`src/rtl/i2c_cfg_pkg.sv`:
```
// Shared types and constants for the I2C sensor-configuration sequencer.
// Optional readback verification is enabled by defining I2C_CFG_VERIFY_EN.
package i2c_cfg_pkg;

  typedef enum logic [2:0] {
    ST_IDLE,
    ST_FETCH,
    ST_WRITE,
    ST_DELAY,
    ST_NEXT,
    ST_DONE,
    ST_FAIL
`ifdef I2C_CFG_VERIFY_EN
    , ST_VERIFY
`endif
  } state_t;

  // LUT address value that turns an entry into a wait of <data> ticks
  localparam logic [15:0] DELAY_MARK_DEF = 16'hFFFF;

  // Registers that must not be read back after writing: soft reset
  // and stream enable change sensor state, so a readback is meaningless
  localparam int VERIFY_ADDR_W = 16;
  localparam int VERIFY_SKIP_N = 2;
  localparam logic [VERIFY_SKIP_N-1:0][VERIFY_ADDR_W-1:0] VERIFY_SKIP = {16'h0100, 16'h0103};

  // One LUT entry in its default 16-bit address / 8-bit data layout
  typedef struct packed {
    logic [15:0] addr;
    logic [7:0]  data;
  } cfg_entry_t;

  function automatic logic is_verify_skip(input logic [VERIFY_ADDR_W-1:0] addr);
    logic hit;
    hit = 1'b0;
    for (int i = 0; i < VERIFY_SKIP_N; i++) begin
      if (VERIFY_SKIP[i] == addr) hit = 1'b1;
    end
    return hit;
  endfunction

endpackage

```
`src/rtl/i2c_cfg_delay_timer.sv`:
```
// Delay timer for in-table wait entries: a prescaler of UNIT clocks per
// tick plus a tick counter. Loading a nonzero tick count starts it; o_expire
// is high in the final clock of the final tick, so the wait lasts exactly
// ticks*UNIT clocks after the load edge.
module i2c_cfg_delay_timer #(
  parameter int UNIT  = 50000,
  parameter int CNT_W = 8
) (
  input  logic             clk,
  input  logic             rst_n,
  input  logic             i_load,
  input  logic [CNT_W-1:0] i_ticks,
  output logic             o_expire
);

  localparam int PRE_W = (UNIT > 1) ? $clog2(UNIT) : 1;

  logic [PRE_W-1:0] r_pre;
  logic [CNT_W-1:0] r_ticks;
  logic             w_tick_end;

  assign w_tick_end = (r_pre == PRE_W'(UNIT - 1));
  assign o_expire   = (r_ticks == CNT_W'(1)) && w_tick_end;

  // Prescaler runs only while ticks remain; each wrap consumes one tick
  always_ff @(posedge clk or negedge rst_n) begin
    if (!rst_n) begin
      r_pre   <= '0;
      r_ticks <= '0;
    end else if (i_load) begin
      r_pre   <= '0;
      r_ticks <= i_ticks;
    end else if (r_ticks != '0) begin
      if (w_tick_end) begin
        r_pre   <= '0;
        r_ticks <= r_ticks - CNT_W'(1);
      end else begin
        r_pre <= r_pre + PRE_W'(1);
      end
    end
  end

endmodule

```
`src/rtl/i2c_cfg_sequencer.sv`:
```
// Walks a sensor-configuration LUT and issues one I2C register write per
// entry via a req/ack handshake, with in-table delays, NACK retry and error
// reporting. Define I2C_CFG_VERIFY_EN to read back each written register.
module i2c_cfg_sequencer
  import i2c_cfg_pkg::*;
#(
  parameter int                ADDR_W     = 16,
  parameter int                DATA_W     = 8,
  parameter int                INDEX_W    = 8,
  parameter logic [ADDR_W-1:0] DELAY_MARK = ADDR_W'(DELAY_MARK_DEF),
  parameter int                DELAY_UNIT = 50000,
  parameter int                RETRY_MAX  = 3
) (
  input  logic                     clk,
  input  logic                     rst_n,
  input  logic                     start,
  input  logic [INDEX_W-1:0]       lut_size,
  output logic [INDEX_W-1:0]       lut_index,
  input  logic [ADDR_W+DATA_W-1:0] lut_data,
  output logic                     i2c_req,
  output logic                     i2c_rw,
  output logic [ADDR_W-1:0]        i2c_addr,
  output logic [DATA_W-1:0]        i2c_wdata,
  input  logic                     i2c_ack,
  input  logic                     i2c_nack,
  input  logic [DATA_W-1:0]        i2c_rdata,
  output logic                     busy,
  output logic                     done,
  output logic                     error,
  output logic [INDEX_W-1:0]       err_index
);

  localparam int RETRY_W = (RETRY_MAX > 0) ? $clog2(RETRY_MAX + 1) : 1;

  state_t               r_state, w_state_nxt;
  logic [INDEX_W-1:0]   r_index, w_index_nxt;
  logic [ADDR_W-1:0]    r_addr, w_addr_nxt;
  logic [DATA_W-1:0]    r_data, w_data_nxt;
  logic                 r_req, w_req_nxt;
  logic [RETRY_W-1:0]   r_retry, w_retry_nxt;
  logic                 r_busy, w_busy_nxt;
  logic                 r_done, w_done_nxt;
  logic                 r_error, w_error_nxt;
  logic [INDEX_W-1:0]   r_err_index, w_err_index_nxt;

  logic [ADDR_W-1:0]    w_lut_addr;
  logic [DATA_W-1:0]    w_lut_data;
  logic                 w_is_delay;
  logic                 w_timer_load;
  logic                 w_delay_expire;
  logic                 w_retry_left;

  assign w_lut_addr   = lut_data[ADDR_W+DATA_W-1:DATA_W];
  assign w_lut_data   = lut_data[DATA_W-1:0];
  assign w_is_delay   = (w_lut_addr == DELAY_MARK);
  assign w_timer_load = (r_state == ST_FETCH) && w_is_delay;
  assign w_retry_left = (r_retry < RETRY_W'(RETRY_MAX));

`ifdef I2C_CFG_VERIFY_EN
  logic w_skip_verify;
  assign w_skip_verify = is_verify_skip(VERIFY_ADDR_W'(r_addr));
  assign i2c_rw        = (r_state == ST_VERIFY);
`else
  logic w_unused_rdata;
  assign w_unused_rdata = ^i2c_rdata;
  assign i2c_rw         = 1'b0;
`endif

  i2c_cfg_delay_timer #(
    .UNIT  (DELAY_UNIT),
    .CNT_W (DATA_W)
  ) u_delay_timer (
    .clk      (clk),
    .rst_n    (rst_n),
    .i_load   (w_timer_load),
    .i_ticks  (w_lut_data),
    .o_expire (w_delay_expire)
  );

  // Next-state and next-register logic; req drops for one clock after every
  // ack and is re-raised on the first clock of WRITE/VERIFY with req low
  always_comb begin
    w_state_nxt     = r_state;
    w_index_nxt     = r_index;
    w_addr_nxt      = r_addr;
    w_data_nxt      = r_data;
    w_req_nxt       = r_req;
    w_retry_nxt     = r_retry;
    w_busy_nxt      = r_busy;
    w_done_nxt      = r_done;
    w_error_nxt     = r_error;
    w_err_index_nxt = r_err_index;
    case (r_state)
      ST_IDLE: begin
        if (start) begin
          w_done_nxt      = 1'b0;
          w_error_nxt     = 1'b0;
          w_err_index_nxt = '0;
          w_index_nxt     = '0;
          w_busy_nxt      = 1'b1;
          w_state_nxt     = (lut_size == '0) ? ST_DONE : ST_FETCH;
        end
      end
      ST_FETCH: begin
        w_addr_nxt = w_lut_addr;
        w_data_nxt = w_lut_data;
        if (w_is_delay) begin
          w_state_nxt = (w_lut_data == '0) ? ST_NEXT : ST_DELAY;
        end else begin
          w_retry_nxt = '0;
          w_req_nxt   = 1'b1;
          w_state_nxt = ST_WRITE;
        end
      end
      ST_WRITE: begin
        if (!r_req) begin
          w_req_nxt = 1'b1;
        end else if (i2c_ack) begin
          w_req_nxt = 1'b0;
          if (!i2c_nack) begin
`ifdef I2C_CFG_VERIFY_EN
            w_state_nxt = w_skip_verify ? ST_NEXT : ST_VERIFY;
`else
            w_state_nxt = ST_NEXT;
`endif
          end else if (w_retry_left) begin
            w_retry_nxt = r_retry + RETRY_W'(1);
          end else begin
            w_state_nxt = ST_FAIL;
          end
        end
      end
`ifdef I2C_CFG_VERIFY_EN
      ST_VERIFY: begin
        if (!r_req) begin
          w_req_nxt = 1'b1;
        end else if (i2c_ack) begin
          w_req_nxt = 1'b0;
          if (!i2c_nack && (i2c_rdata == r_data)) begin
            w_state_nxt = ST_NEXT;
          end else if (w_retry_left) begin
            w_retry_nxt = r_retry + RETRY_W'(1);
            w_state_nxt = ST_WRITE;
          end else begin
            w_state_nxt = ST_FAIL;
          end
        end
      end
`endif
      ST_DELAY: begin
        if (w_delay_expire) w_state_nxt = ST_NEXT;
      end
      ST_NEXT: begin
        if (r_index == (lut_size - INDEX_W'(1))) begin
          w_state_nxt = ST_DONE;
        end else begin
          w_index_nxt = r_index + INDEX_W'(1);
          w_state_nxt = ST_FETCH;
        end
      end
      ST_DONE: begin
        w_done_nxt  = 1'b1;
        w_busy_nxt  = 1'b0;
        w_state_nxt = ST_IDLE;
      end
      ST_FAIL: begin
        w_error_nxt     = 1'b1;
        w_err_index_nxt = r_index;
        w_busy_nxt      = 1'b0;
        w_state_nxt     = ST_IDLE;
      end
      default: begin
        w_req_nxt   = 1'b0;
        w_busy_nxt  = 1'b0;
        w_state_nxt = ST_IDLE;
      end
    endcase
  end

  // State and datapath registers; reset abandons any pass in flight
  always_ff @(posedge clk or negedge rst_n) begin
    if (!rst_n) begin
      r_state     <= ST_IDLE;
      r_index     <= '0;
      r_addr      <= '0;
      r_data      <= '0;
      r_req       <= 1'b0;
      r_retry     <= '0;
      r_busy      <= 1'b0;
      r_done      <= 1'b0;
      r_error     <= 1'b0;
      r_err_index <= '0;
    end else begin
      r_state     <= w_state_nxt;
      r_index     <= w_index_nxt;
      r_addr      <= w_addr_nxt;
      r_data      <= w_data_nxt;
      r_req       <= w_req_nxt;
      r_retry     <= w_retry_nxt;
      r_busy      <= w_busy_nxt;
      r_done      <= w_done_nxt;
      r_error     <= w_error_nxt;
      r_err_index <= w_err_index_nxt;
    end
  end

  assign lut_index = r_index;
  assign i2c_req   = r_req;
  assign i2c_addr  = r_addr;
  assign i2c_wdata = r_data;
  assign busy      = r_busy;
  assign done      = r_done;
  assign error     = r_error;
  assign err_index = r_err_index;

endmodule

```
`config.mk`:
```
export PLATFORM = sky130hd
export DESIGN_NAME = i2c_cfg_sequencer
export DESIGN_NICKNAME = d
export VERILOG_FILES = /design/src/rtl/i2c_cfg_pkg.sv /design/src/rtl/i2c_cfg_delay_timer.sv /design/src/rtl/i2c_cfg_sequencer.sv
export SDC_FILE = /design/constraint.sdc
export NUM_CORES = 1
export LEC_CHECK = 0
export ABC_AREA = 1
export ABC_CLOCK_PERIOD_IN_PS = 1550
export BUFFER_PORTS_ARGS = -buffer_cell sky130_fd_sc_hd__buf_2
export CORE_ASPECT_RATIO = 1.2
export CORE_UTILIZATION = 49
export CTS_CLUSTER_SIZE = 8
export DETAILED_ROUTE_END_ITERATION = 12
export PLACE_DENSITY = 0.76
export SYNTH_ARGS = -nofsm -noshare
export SYNTH_HDL_FRONTEND = slang
export SYNTH_SLANG_ARGS = --single-unit
```
`constraint.sdc`:
```
create_clock -name clk -period 1.55 [get_ports clk]
set_input_delay 0.2325 -clock clk [delete_from_list [all_inputs] [get_ports clk]]
set_output_delay 0.2325 -clock clk [all_outputs]
set_load 0.02 [all_outputs]
```
==> results.sh, run 1 <==
export IMPL_yosys_most_used_dff="dfrtp_1"
export IMPL_crit_required_ns=1.83
export IMPL_cp_max_fo=6
export IMPL_cts_sinks=73
export IMPL_crit_top_cell="inv_2"
export IMPL_maxSlewViolCount=0
export IMPL_whs_ns=0.104
export IMPL_crit_chain="ha_2, inv_2, nor2_4, nand3_2, inv_2, nand2_4, o21ai_4, buf_6, o211ai_1, o21ai_1"
export IMPL_endpoint_kind="flip-flop"
export IMPL_antennaDiodeCount=0
export IMPL_netlist_instances=551
export IMPL_path_buf_inv=3
export IMPL_r2r_start="u_delay_timer.r_pre[1]$_DFFE_PN0P_"
export IMPL_cap_violations=0
export IMPL_final_cell_mix="nand2_1, buf_2, buf_4"
export IMPL_leakage_uw=0.00281
export IMPL_synth_seq_cells=73
export IMPL_grt_start_max_net_pins=40
export IMPL_dp_hpwl_um=7970
export IMPL_yosysWarnings=0
export IMPL_violations="negative setup slack"
export IMPL_via_per_inst=5.36
export IMPL_io_pins=90
export IMPL_power_density_nw_per_um2=661
export IMPL_drive_above_1_share_pct=35.7
export IMPL_critPathArrivalTime_ns=1.93
export IMPL_die_w_um=84.9
export IMPL_setup_violations=23
export IMPL_critPathSlowestCell="dfrtp_1"
export IMPL_syn_area_um2=4040
export IMPL_drt_first_pass_iters=5
export IMPL_numCtsBuffers=9
export IMPL_period_share_pct=106
export IMPL_max_stage_delay_ns=0.39
export IMPL_vdd_drop_max_v=0.000600
export IMPL_clock_tree_buffer_depth=2
export IMPL_vias=4349
export IMPL_path_delay_family="flip-flops"
export IMPL_crit_path_start_kind="flip-flop"
export IMPL_fillers=548
export IMPL_grt_pass1_vias=4135
export IMPL_routabilityCongestion=0.864
export IMPL_nets=765
export IMPL_cts_tree="yes"
export IMPL_synth_distinct_cells=34
export IMPL_crit_cells=10
export IMPL_worstSetupPathType="flip-flop to flip-flop"
export IMPL_synth_avg_cell_area_um2=7.34
export IMPL_drc=0
export IMPL_tns_ns=-1.21
export IMPL_fin_skew_ns=0.0105
export IMPL_die_h_um=102
export IMPL_fmax_mhz=607
export IMPL_mostFrequentLayoutCell="nand2_1"
export IMPL_core_area_um2=7840
export IMPL_relSlewSlack_pct=63.3
export IMPL_routed_wirelength_um=11500
export IMPL_die_area_um2=8620
export IMPL_grt_use_total_pct=26.2
export IMPL_antenna_found_initial=0
export IMPL_wl_per_cell_um=14.2
export IMPL_rsz0062_at_grt="true"
export IMPL_htree_levels=3
export IMPL_min_period_ns=1.65
export IMPL_endpoint="u_delay_timer.r_ticks[1]$_DFFE_PN0P_"
export IMPL_rows=35
export IMPL_clock_latency_ns=0.35
export IMPL_ys_seq_area_share_pct=45.2
export IMPL_worstHoldPathType="input port to flip-flop"
export IMPL_start_util_pct=51.6
export IMPL_grt_pass1_wl_um=18000
export IMPL_setup_slack_ns=-0.0967
export IMPL_async_flop_share_pct=100
export IMPL_reg2reg_depth=10
export IMPL_grt_overflow=0
export IMPL_synth_edf_count=0
export IMPL_reg2reg_to="u_delay_timer.r_ticks[1]$_DFFE_PN0P_"
export IMPL_r2r_slack_ns=-0.1
export IMPL_ant_nets=0
export IMPL_status="finished, violations left"
export IMPL_clk_pin_slew_worst_paths_ns=0.08
export IMPL_finalHoldViolations=0
export IMPL_root_buffer="clkbuf_8"
export IMPL_area_delta_synth_final_pct=42.2
export IMPL_io_buffers=80
export IMPL_tightestPinTransition_ns=0.549
export IMPL_drt_iter0_markers=280
export IMPL_synth_nets=602
export IMPL_holdPathStages=3
export IMPL_critical_path_startpoint="u_delay_timer.r_pre[1]$_DFFE_PN0P_"
report_power, final:
group	internal (µW)	switching, µW
Clock	917	776
Sequential	1900	0.00718
Combinational	86.9	116
Total	2910	891
flip-flops by register name, summed over array words and instances, names as in the netlist:
| signal | flops |
|---|---|
| busy | 1 |
| r_state | 3 |
| lut_index | 8 |
| i2c_wdata | 8 |
| done | 1 |
| err_index | 8 |
| u_delay_timer.r_ticks | 8 |
| i2c_req | 1 |
| i2c_addr | 16 |
| error | 1 |
| r_retry | 2 |
| u_delay_timer.r_pre | 16 |
cell families (layout without fill, tap and decap cells):
kind of cell | Yosys count | in the layout | share of synthesized area [%]
adder cells (fa/ha/maj) | 6 | 6 | 1.86
AO/OA/AOI/OAI | 67 | 67 | 9.04
buffers and inverters | 79 | 246 | 7.61
other | 1 | 1 | 0.0928
AND/OR/NAND/NOR | 311 | 312 | 33.2
flip-flops | 73 | 73 | 45.2
XOR/XNOR | 14 | 14 | 3.03
synthesized netlist by cell type, drive strengths merged, types with 2 or more instances:
cell,number,area share (%)
a21oi,10,1.3
o31ai,3,0.56
ha,6,1.9
xnor2,3,0.65
o21ai,48,6.0
xor2,11,2.4
or2,2,0.31
dfrtp,73,45
a22oi,2,0.37
nand3,52,6.4
clkbuf,10,0.93
nor3b,2,0.37
nor3,11,1.8
nand2,169,16
o211ai,4,0.74
buf,5,0.74
nor2,57,5.4
nor4,4,0.99
nand4,12,1.9
inv,64,5.9
layout make-up:
class | count | area, µm² | share of cell area, %
Multi-Input combinational cell | 400 | 2210 | 38.4
Sequential cell | 73 | 1830 | 31.9
Timing Repair Buffer | 166 | 1120 | 19.4
Inverter | 64 | 251 | 4.38
Clock buffer | 9 | 124 | 2.16
Tap cell | 92 | 115 | 2.00
Clock inverter | 7 | 100 | 1.74
per-stage QoR:
stage	instance area, µm²	power [µW]	setup WS (ns)	util [%]	std cells
floorplan	4070	2000	-0.00358	-	551
CTS	5410	3820	-0.00718	69.0	801
global route	5750	3920	-0.188	73.3	811
finish	5750	3800	-0.0967	73.3	811
detailed placement	5100	2140	-0.227	65.1	782
global placement	5100	2130	-0.201	65.1	782
worst reg2reg max path: cells and delay by family, from the launching register on:
kind	cells	cell delay [ns]
flip-flops	1	0.39
AO/OA/AOI/OAI	3	0.38
buffers and inverters	3	0.31
AND/OR/NAND/NOR	3	0.28
adder cells (fa/ha/maj)	1	0.22
worst min path at each step:
stage / start / endpoint / slack (ns)
floorplan: rst_n / busy$_DFFE_PN0P_ / -0.06
global placement: rst_n / u_delay_timer.r_ticks[4]$_DFFE_PN0P_ / 0.10
detailed placement: rst_n / u_delay_timer.r_ticks[4]$_DFFE_PN0P_ / 0.1
CTS: lut_data[20] / i2c_addr[12]$_DFFE_PN0N_ / 0.09
global route: lut_data[9] / i2c_addr[1]$_DFFE_PN0N_ / 0.10
finish: lut_data[12] / i2c_addr[4]$_DFFE_PN0N_ / 0.10
routing by layer:
metal / vias to the layer above / part of all wire (%) / track usage, %
met5: - / 0 / 0
met4: 0 / 2.7 / 13.3
met3: 35 / 4.2 / 3.59
met2: 148 / 53 / 47.4
met1: 2056 / 40 / 30.7
li1: 2110 / - / -
what timing repair did:
item                                    4_1_cts  5_1_grt
endpoints found under the hold margin        34        0
gates resized for setup                      19       83
cloned                                        1        2
pin swaps                                     5       28
hold buffers                                  1        0
endpoints found under the setup margin       30       42
setup buffers                                 1        8
Note: power is estimated with default switching activity, not from simulation.
==> inputs of run 2 (changes only) <==
==> constraint.sdc (replaced) <==
create_clock -name clk -period 1.55 [get_ports clk]
set_input_delay 0.2325 -clock clk [delete_from_list [all_inputs] [get_ports clk]]
set_output_delay 0.2325 -clock clk [all_outputs]
set_load 0.005 [all_outputs]
==> run 2 against run 1 <==
- highest routed layer unchanged
- clock power shrank 5%
- count of clock-buffer cells in the layout is the same
- largest cell class unchanged
- setup slack lost 0.076 ns
- the flow still finishes with violations (negative setup slack)
- global-route usage grew 0.33 points
- flip-flop and latch count is the same
- die area is the same
- routed wire length grew 11%
- register-to-register slack lost 0.08 ns
- critical path type unchanged
- first-iteration DRC count grew 27%
- final cell count grew 1.1%
- largest power group unchanged
==> results.sh, run 2 (same netlist as run 1, synthesis figures left out) <==
export IMPL_status="finished, violations left"
export IMPL_violations="negative setup slack"
export IMPL_min_period_ns=1.72
export IMPL_cap_violations=0
export IMPL_vias=4556
export IMPL_max_stage_delay_ns=0.41
export IMPL_rsz0062_at_grt="true"
export IMPL_endpoint_kind="flip-flop"
export IMPL_final_util_pct=74.4
export IMPL_clock_latency_ns=0.36
export IMPL_maxSlewViolCount=0
export IMPL_io_buffers=80
export IMPL_grt_pass1_vias=4141
export IMPL_worstSetupPathType="flip-flop to flip-flop"
export IMPL_via_per_inst=5.56
export IMPL_hold_path_startpoint="lut_data[21]"
export IMPL_area_delta_synth_final_pct=44.3
export IMPL_drt_iter0_markers=356
export IMPL_critPathArrivalTime_ns=1.98
export IMPL_finalHoldViolations=0
export IMPL_worstHoldPathType="input port to flip-flop"
export IMPL_fmax_mhz=580
export IMPL_dp_cells=778
export IMPL_clock_tree_buffer_depth=2
export IMPL_r2r_start="u_delay_timer.r_pre[12]$_DFFE_PN0P_"
export IMPL_grt_start_max_net_pins=74
export IMPL_mostFrequentLayoutCell="nand2_1"
export IMPL_cts_tree="yes"
export IMPL_ant_nets=0
export IMPL_stdcell_count=820
export IMPL_wl_per_cell_um=15.5
export IMPL_fin_skew_ns=0.0134
export IMPL_power_uw=3690
export IMPL_die_w_um=84.9
export IMPL_vdd_drop_max_v=0.000488
export IMPL_crit_path_start_kind="flip-flop"
export IMPL_leakage_uw=0.00289
export IMPL_core_area_um2=7840
export IMPL_cts_sinks=73
export IMPL_antennaDiodeCount=0
export IMPL_setup_violations=34
export IMPL_power_density_nw_per_um2=633
export IMPL_clk_pin_slew_worst_paths_ns=0.09
export IMPL_cp_max_fo=3
export IMPL_nets=774
export IMPL_root_buffer="clkbuf_8"
export IMPL_path_buf_inv=3
export IMPL_dp_hpwl_um=7760
export IMPL_routabilityCongestion=0.892
export IMPL_drc=0
export IMPL_io_pins=90
export IMPL_routed_wirelength_um=12700
export IMPL_htree_levels=3
export IMPL_grt_pass1_wl_um=18200
export IMPL_rows=35
export IMPL_critPathSlowestCell="dfrtp_1"
export IMPL_grt_overflow=0
export IMPL_path_delay_family="simple AND/OR/NAND/NOR gates"
export IMPL_fillers=523
export IMPL_critical_path_startpoint="u_delay_timer.r_pre[12]$_DFFE_PN0P_"
export IMPL_crit_required_ns=1.81
export IMPL_die_h_um=102
export IMPL_grt_use_total_pct=26.6
export IMPL_antenna_found_initial=0
export IMPL_setup_slack_ns=-0.173
export IMPL_period_share_pct=111
export IMPL_final_cell_mix="nand2_1, buf_2, buf_4"
export IMPL_drt_first_pass_iters=5
export IMPL_die_area_um2=8620
export IMPL_numCtsBuffers=9
export IMPL_start_util_pct=51.6
export IMPL_crit_chain="inv_2, nand4_1, nor3_2, nand2_4, o21ai_4, buf_4, buf_6, a21oi_1, and2_1"
export IMPL_drive_above_1_share_pct=36.4
-- run 2: cell count changes in the layout (fill, tap and decap cells not counted), moves of 4 or more --
cell     previous run  this run
nor2_4              9         5
o21ai_1            11        15
buf_6               9        18
nor2_2              4         9
-- run 2: routing by layer --
layer	up-vias	global-route usage [%]	wire length, µm
met3	71	4.24	773
met4	0	12.9	613
met1	2156	31.5	4810
met5	-	0	0
li1	2122	-	-
met2	207	47.3	6550
-- run 2: final cells by class --
type                            instances  area [µm²]  area share, %
Clock buffer                            9         124           2.12
Sequential cell                        73        1830           31.4
Timing Repair inverter                  1        6.26          0.107
Timing Repair Buffer                  175        1220           20.9
Clock inverter                          7        82.6           1.42
Tap cell                               92         115           1.97
Inverter                               64         250           4.29
Multi-Input combinational cell        399        2200           37.8
-- run 2: what timing repair did --
item,in CTS,in global routing
setup buffers,5,16
hold buffers,1,0
gates resized for setup,19,98
setup endpoints to repair,33,46
cloned,0,4
pin swaps,13,28
endpoints found under the hold margin,73,0
-- run 2: final timing paths --
| check | to | slack [ns] | cells after the start |
|---|---|---|---|
| hold reg to reg | i2c_addr[10]$_DFFE_PN0N_ | 0.47 | 2 |
| max in group asynchronous | r_state[1]$_DFFE_PN0P_ | 0.79 | 3 |
| hold / removal | i2c_addr[13]$_DFFE_PN0N_ | 0.09 | 3 |
| min in group asynchronous | i2c_wdata[5]$_DFFE_PN0N_ | 0.42 | 3 |
| setup reg to reg | u_delay_timer.r_pre[3]$_DFFE_PN0P_ | -0.17 | 9 |
| setup / recovery | u_delay_timer.r_pre[3]$_DFFE_PN0P_ | -0.17 | 9 |
-- run 2: worst reg2reg max path, cell delays in order, from the launching register on --
cell	delay (ns)
dfrtp_1	0.41
inv_2	0.06
nand4_1	0.10
nor3_2	0.31
nand2_4	0.13
o21ai_4	0.17
buf_4	0.16
buf_6	0.09
a21oi_1	0.03
and2_1	0.15
-- run 2: where the power goes --
| part | switching [µW] | internal (µW) |
|---|---|---|
| clock network | 826 | 772 |
| logic | 112 | 79.5 |
| registers | 0.00909 | 1900 |
| total | 938 | 2750 |
-- run 2: metrics by stage --
stage | hold slack [ns] | setup WS, ns | cell area (µm²) | TNS [ns]
3_5_place_dp | 0.297 | -0.149 | 5050 | -2.55
2_1_floorplan | -0.0631 | -0.00608 | 4070 | -0.00608
6_report | 0.0921 | -0.173 | 5830 | -2.60
3_3_place_gp | 0.291 | -0.141 | 5050 | -1.75
5_1_grt | 0.0857 | -0.314 | 5830 | -7.45
4_1_cts | 0.0813 | -0.0110 | 5360 | -0.0271
==> inputs of run 3 (changes only) <==
--- a/config.mk
+++ b/config.mk
@@ -9,10 +9,11 @@
 export ABC_CLOCK_PERIOD_IN_PS = 1550
 export BUFFER_PORTS_ARGS = -buffer_cell sky130_fd_sc_hd__buf_2
 export CORE_ASPECT_RATIO = 1.2
-export CORE_UTILIZATION = 49
+export CORE_UTILIZATION = 30
+export CTS_BUF_LIST = sky130_fd_sc_hd__clkbuf_4
 export CTS_CLUSTER_SIZE = 8
 export DETAILED_ROUTE_END_ITERATION = 12
-export PLACE_DENSITY = 0.76
+export GPL_TIMING_DRIVEN = 0
 export SYNTH_ARGS = -nofsm -noshare
 export SYNTH_HDL_FRONTEND = slang
 export SYNTH_SLANG_ARGS = --single-unit
==> run 3 against run 2 <==
- the run still ends with negative setup slack left
- register-to-register slack gained 0.05 ns
- combinational power up 7%
- maximum frequency grew 3.0%
- sequential share of layout area up 1.2 points
- non-clock buffer count is 28 lower
- total power fell by 7.2%
- clock power decreased by 18%
- global-route usage shrank 8.9 points
- first-iteration DRC count shrank 55%
==> results.sh, run 3 (same netlist as run 1, synthesis figures left out) <==
export IMPL_combPwrFrac_pct=6.0
export IMPL_worstSetupPathType="flip-flop to flip-flop"
export IMPL_switching_share_pct=22.9
export IMPL_numCtsBuffers=9
export IMPL_violations="negative setup slack"
export IMPL_grt_pass1_vias=4175
export IMPL_cts_sinks=73
export IMPL_leakage_uw=0.00268
export IMPL_nets=746
export IMPL_endpoint_kind="flip-flop"
export IMPL_dp_hpwl_um=8090
export IMPL_grt_pass1_wl_um=19400
export IMPL_die_h_um=129
export IMPL_cp_max_fo=6
export IMPL_fmax_mhz=598
export IMPL_cts_tree="yes"
export IMPL_setup_violations=25
export IMPL_io_buffers=80
export IMPL_design_area_um2=5640
export IMPL_rsz0062_at_grt="true"
export IMPL_antenna_found_initial=0
export IMPL_clk_pin_slew_worst_paths_ns=0.12
export IMPL_drive_above_1_share_pct=32.6
export IMPL_placed_cell_area_um2=4710
export IMPL_core_area_um2=13200
export IMPL_maxSlewViolCount=0
export IMPL_crit_chain="or2_1, nor3_2, nand2_4, o21ai_4, buf_12, buf_6, a21oi_2, and2_1"
export IMPL_start_util_pct=30.7
export IMPL_period_share_pct=108
export IMPL_drt_iter0_markers=159
export IMPL_antennaDiodeCount=0
export IMPL_via_per_inst=4.83
export IMPL_met2_length_um=6200
export IMPL_wl_per_cell_um=13.7
export IMPL_p_switching_uw=783
export IMPL_crit_path_start_kind="flip-flop"
export IMPL_finalHoldViolations=0
export IMPL_die_area_um2=13900
export IMPL_p_int_uw=2640
export IMPL_status="finished, violations left"
export IMPL_setup_slack_ns=-0.122
export IMPL_grt_use_total_pct=17.6
export IMPL_power_density_nw_per_um2=608
export IMPL_clock_latency_ns=0.44
export IMPL_routed_wirelength_um=11900
export IMPL_top_layer_used="met4"
export IMPL_crit_required_ns=1.90
export IMPL_power_uw=3420
export IMPL_met3_length_um=466
export IMPL_vias=4185
export IMPL_grt_overflow=0
export IMPL_worstHoldPathType="input port to flip-flop"
export IMPL_drc=0
export IMPL_routabilityCongestion=0.896
export IMPL_r2r_slack_ns=-0.12
export IMPL_fin_skew_ns=0.0149
export IMPL_multi_input_area_um2=2200
export IMPL_final_cell_mix="nand2_1, buf_2, dfrtp_1"
export IMPL_fillers=1276
export IMPL_met1Wirelength_um=4970
export IMPL_power_frac_seq_pct=55.6
export IMPL_ant_nets=0
export IMPL_area_delta_synth_final_pct=39.4
export IMPL_critPathArrivalTime_ns=2.02
export IMPL_io_pins=90
export IMPL_die_w_um=108
export IMPL_mostFrequentLayoutCell="nand2_1"
export IMPL_min_period_ns=1.67
export IMPL_rows=46
export IMPL_max_stage_delay_ns=0.41
export IMPL_pwr_share_clk_pct=38.4
export IMPL_regArea_um2=1830
export IMPL_drt_first_pass_iters=4
export IMPL_grt_start_max_net_pins=56
export IMPL_root_buffer="clkbuf_4"
export IMPL_cap_violations=0
export IMPL_critPathSlowestCell="dfrtp_1"
export IMPL_vdd_drop_max_v=0.000386
export IMPL_clock_tree_buffer_depth=2
export IMPL_htree_levels=3
run 3: metal layers:
layer,track usage (%),vias to the layer above
li1,-,2065
met1,20.9,1996
met2,31.0,102
met3,3.67,22
met4,7.01,0
met5,0,-
run 3: area by class of cell:
cell class | instances | share of cell area, %
tap | 168 | 3.73
buffer | 13 | 1.66
multi-input combinational | 399 | 39.0
sequential | 73 | 32.5
inverter | 64 | 4.35
timing repair inverter | 1 | 0.111
timing repair buffer | 134 | 16.0
clock buffer | 10 | 1.33
clock inverter | 5 | 1.27
run 3: worst paths after layout:
check | from | end | cells after the start
worst min register to register | i2c_addr[12]$_DFFE_PN0N_ | i2c_addr[12]$_DFFE_PN0N_ | 2
min in group asynchronous | rst_n | u_delay_timer.r_pre[15]$_DFFE_PN0P_ | 2
worst max-delay path | u_delay_timer.r_pre[11]$_DFFE_PN0P_ | u_delay_timer.r_pre[3]$_DFFE_PN0P_ | 8
worst max register to register | u_delay_timer.r_pre[11]$_DFFE_PN0P_ | u_delay_timer.r_pre[3]$_DFFE_PN0P_ | 8
worst min-delay path | lut_data[9] | i2c_addr[1]$_DFFE_PN0N_ | 3
max in group asynchronous | rst_n | r_state[2]$_DFFE_PN0P_ | 3
run 3: metrics by stage:
| stage | util (%) | setup TNS, ns | setup WS (ns) | std cells | hold slack [ns] |
|---|---|---|---|---|---|
| floorplan | - | -0.00608 | -0.00608 | 551 | -0.0631 |
| global placement | 35.5 | -33.15 | -0.378 | 799 | 0.451 |
| detailed placement | 35.7 | -15.88 | -0.390 | 800 | 0.141 |
| CTS | 40.7 | -0.462 | -0.0408 | 854 | 0.0114 |
| global route | 42.8 | -4.39 | -0.212 | 867 | 0.0268 |
| finish | 42.8 | -1.71 | -0.122 | 867 | 0.0322 |
run 3: what timing repair did:
item                                   in CTS  in global routing
resized for setup                          67                 65
setup endpoints to repair                  62                 73
endpoints found under the hold margin      41                  0
pin swaps                                  24                 25
hold buffers                               12                  0
buffers inserted                           28                 13
gates cloned                                1                  1
run 3: power by group through the flow:
stage / logic, µW / clock network [µW] / registers, µW
after floorplan: 58.7 / 0 / 1940
after global placement: 168 / 0 / 1940
after detailed placement: 180 / 0 / 1940
after CTS: 206 / 1360 / 1900
after global routing: 234 / 1440 / 1900
final: 205 / 1320 / 1900
run 3: critical path, delay by kind of cell (launching register included):
family,cells,cell delay (ns)
compound gates,2,0.21
simple gates,4,0.72
flops,1,0.41
buf+inv,2,0.24
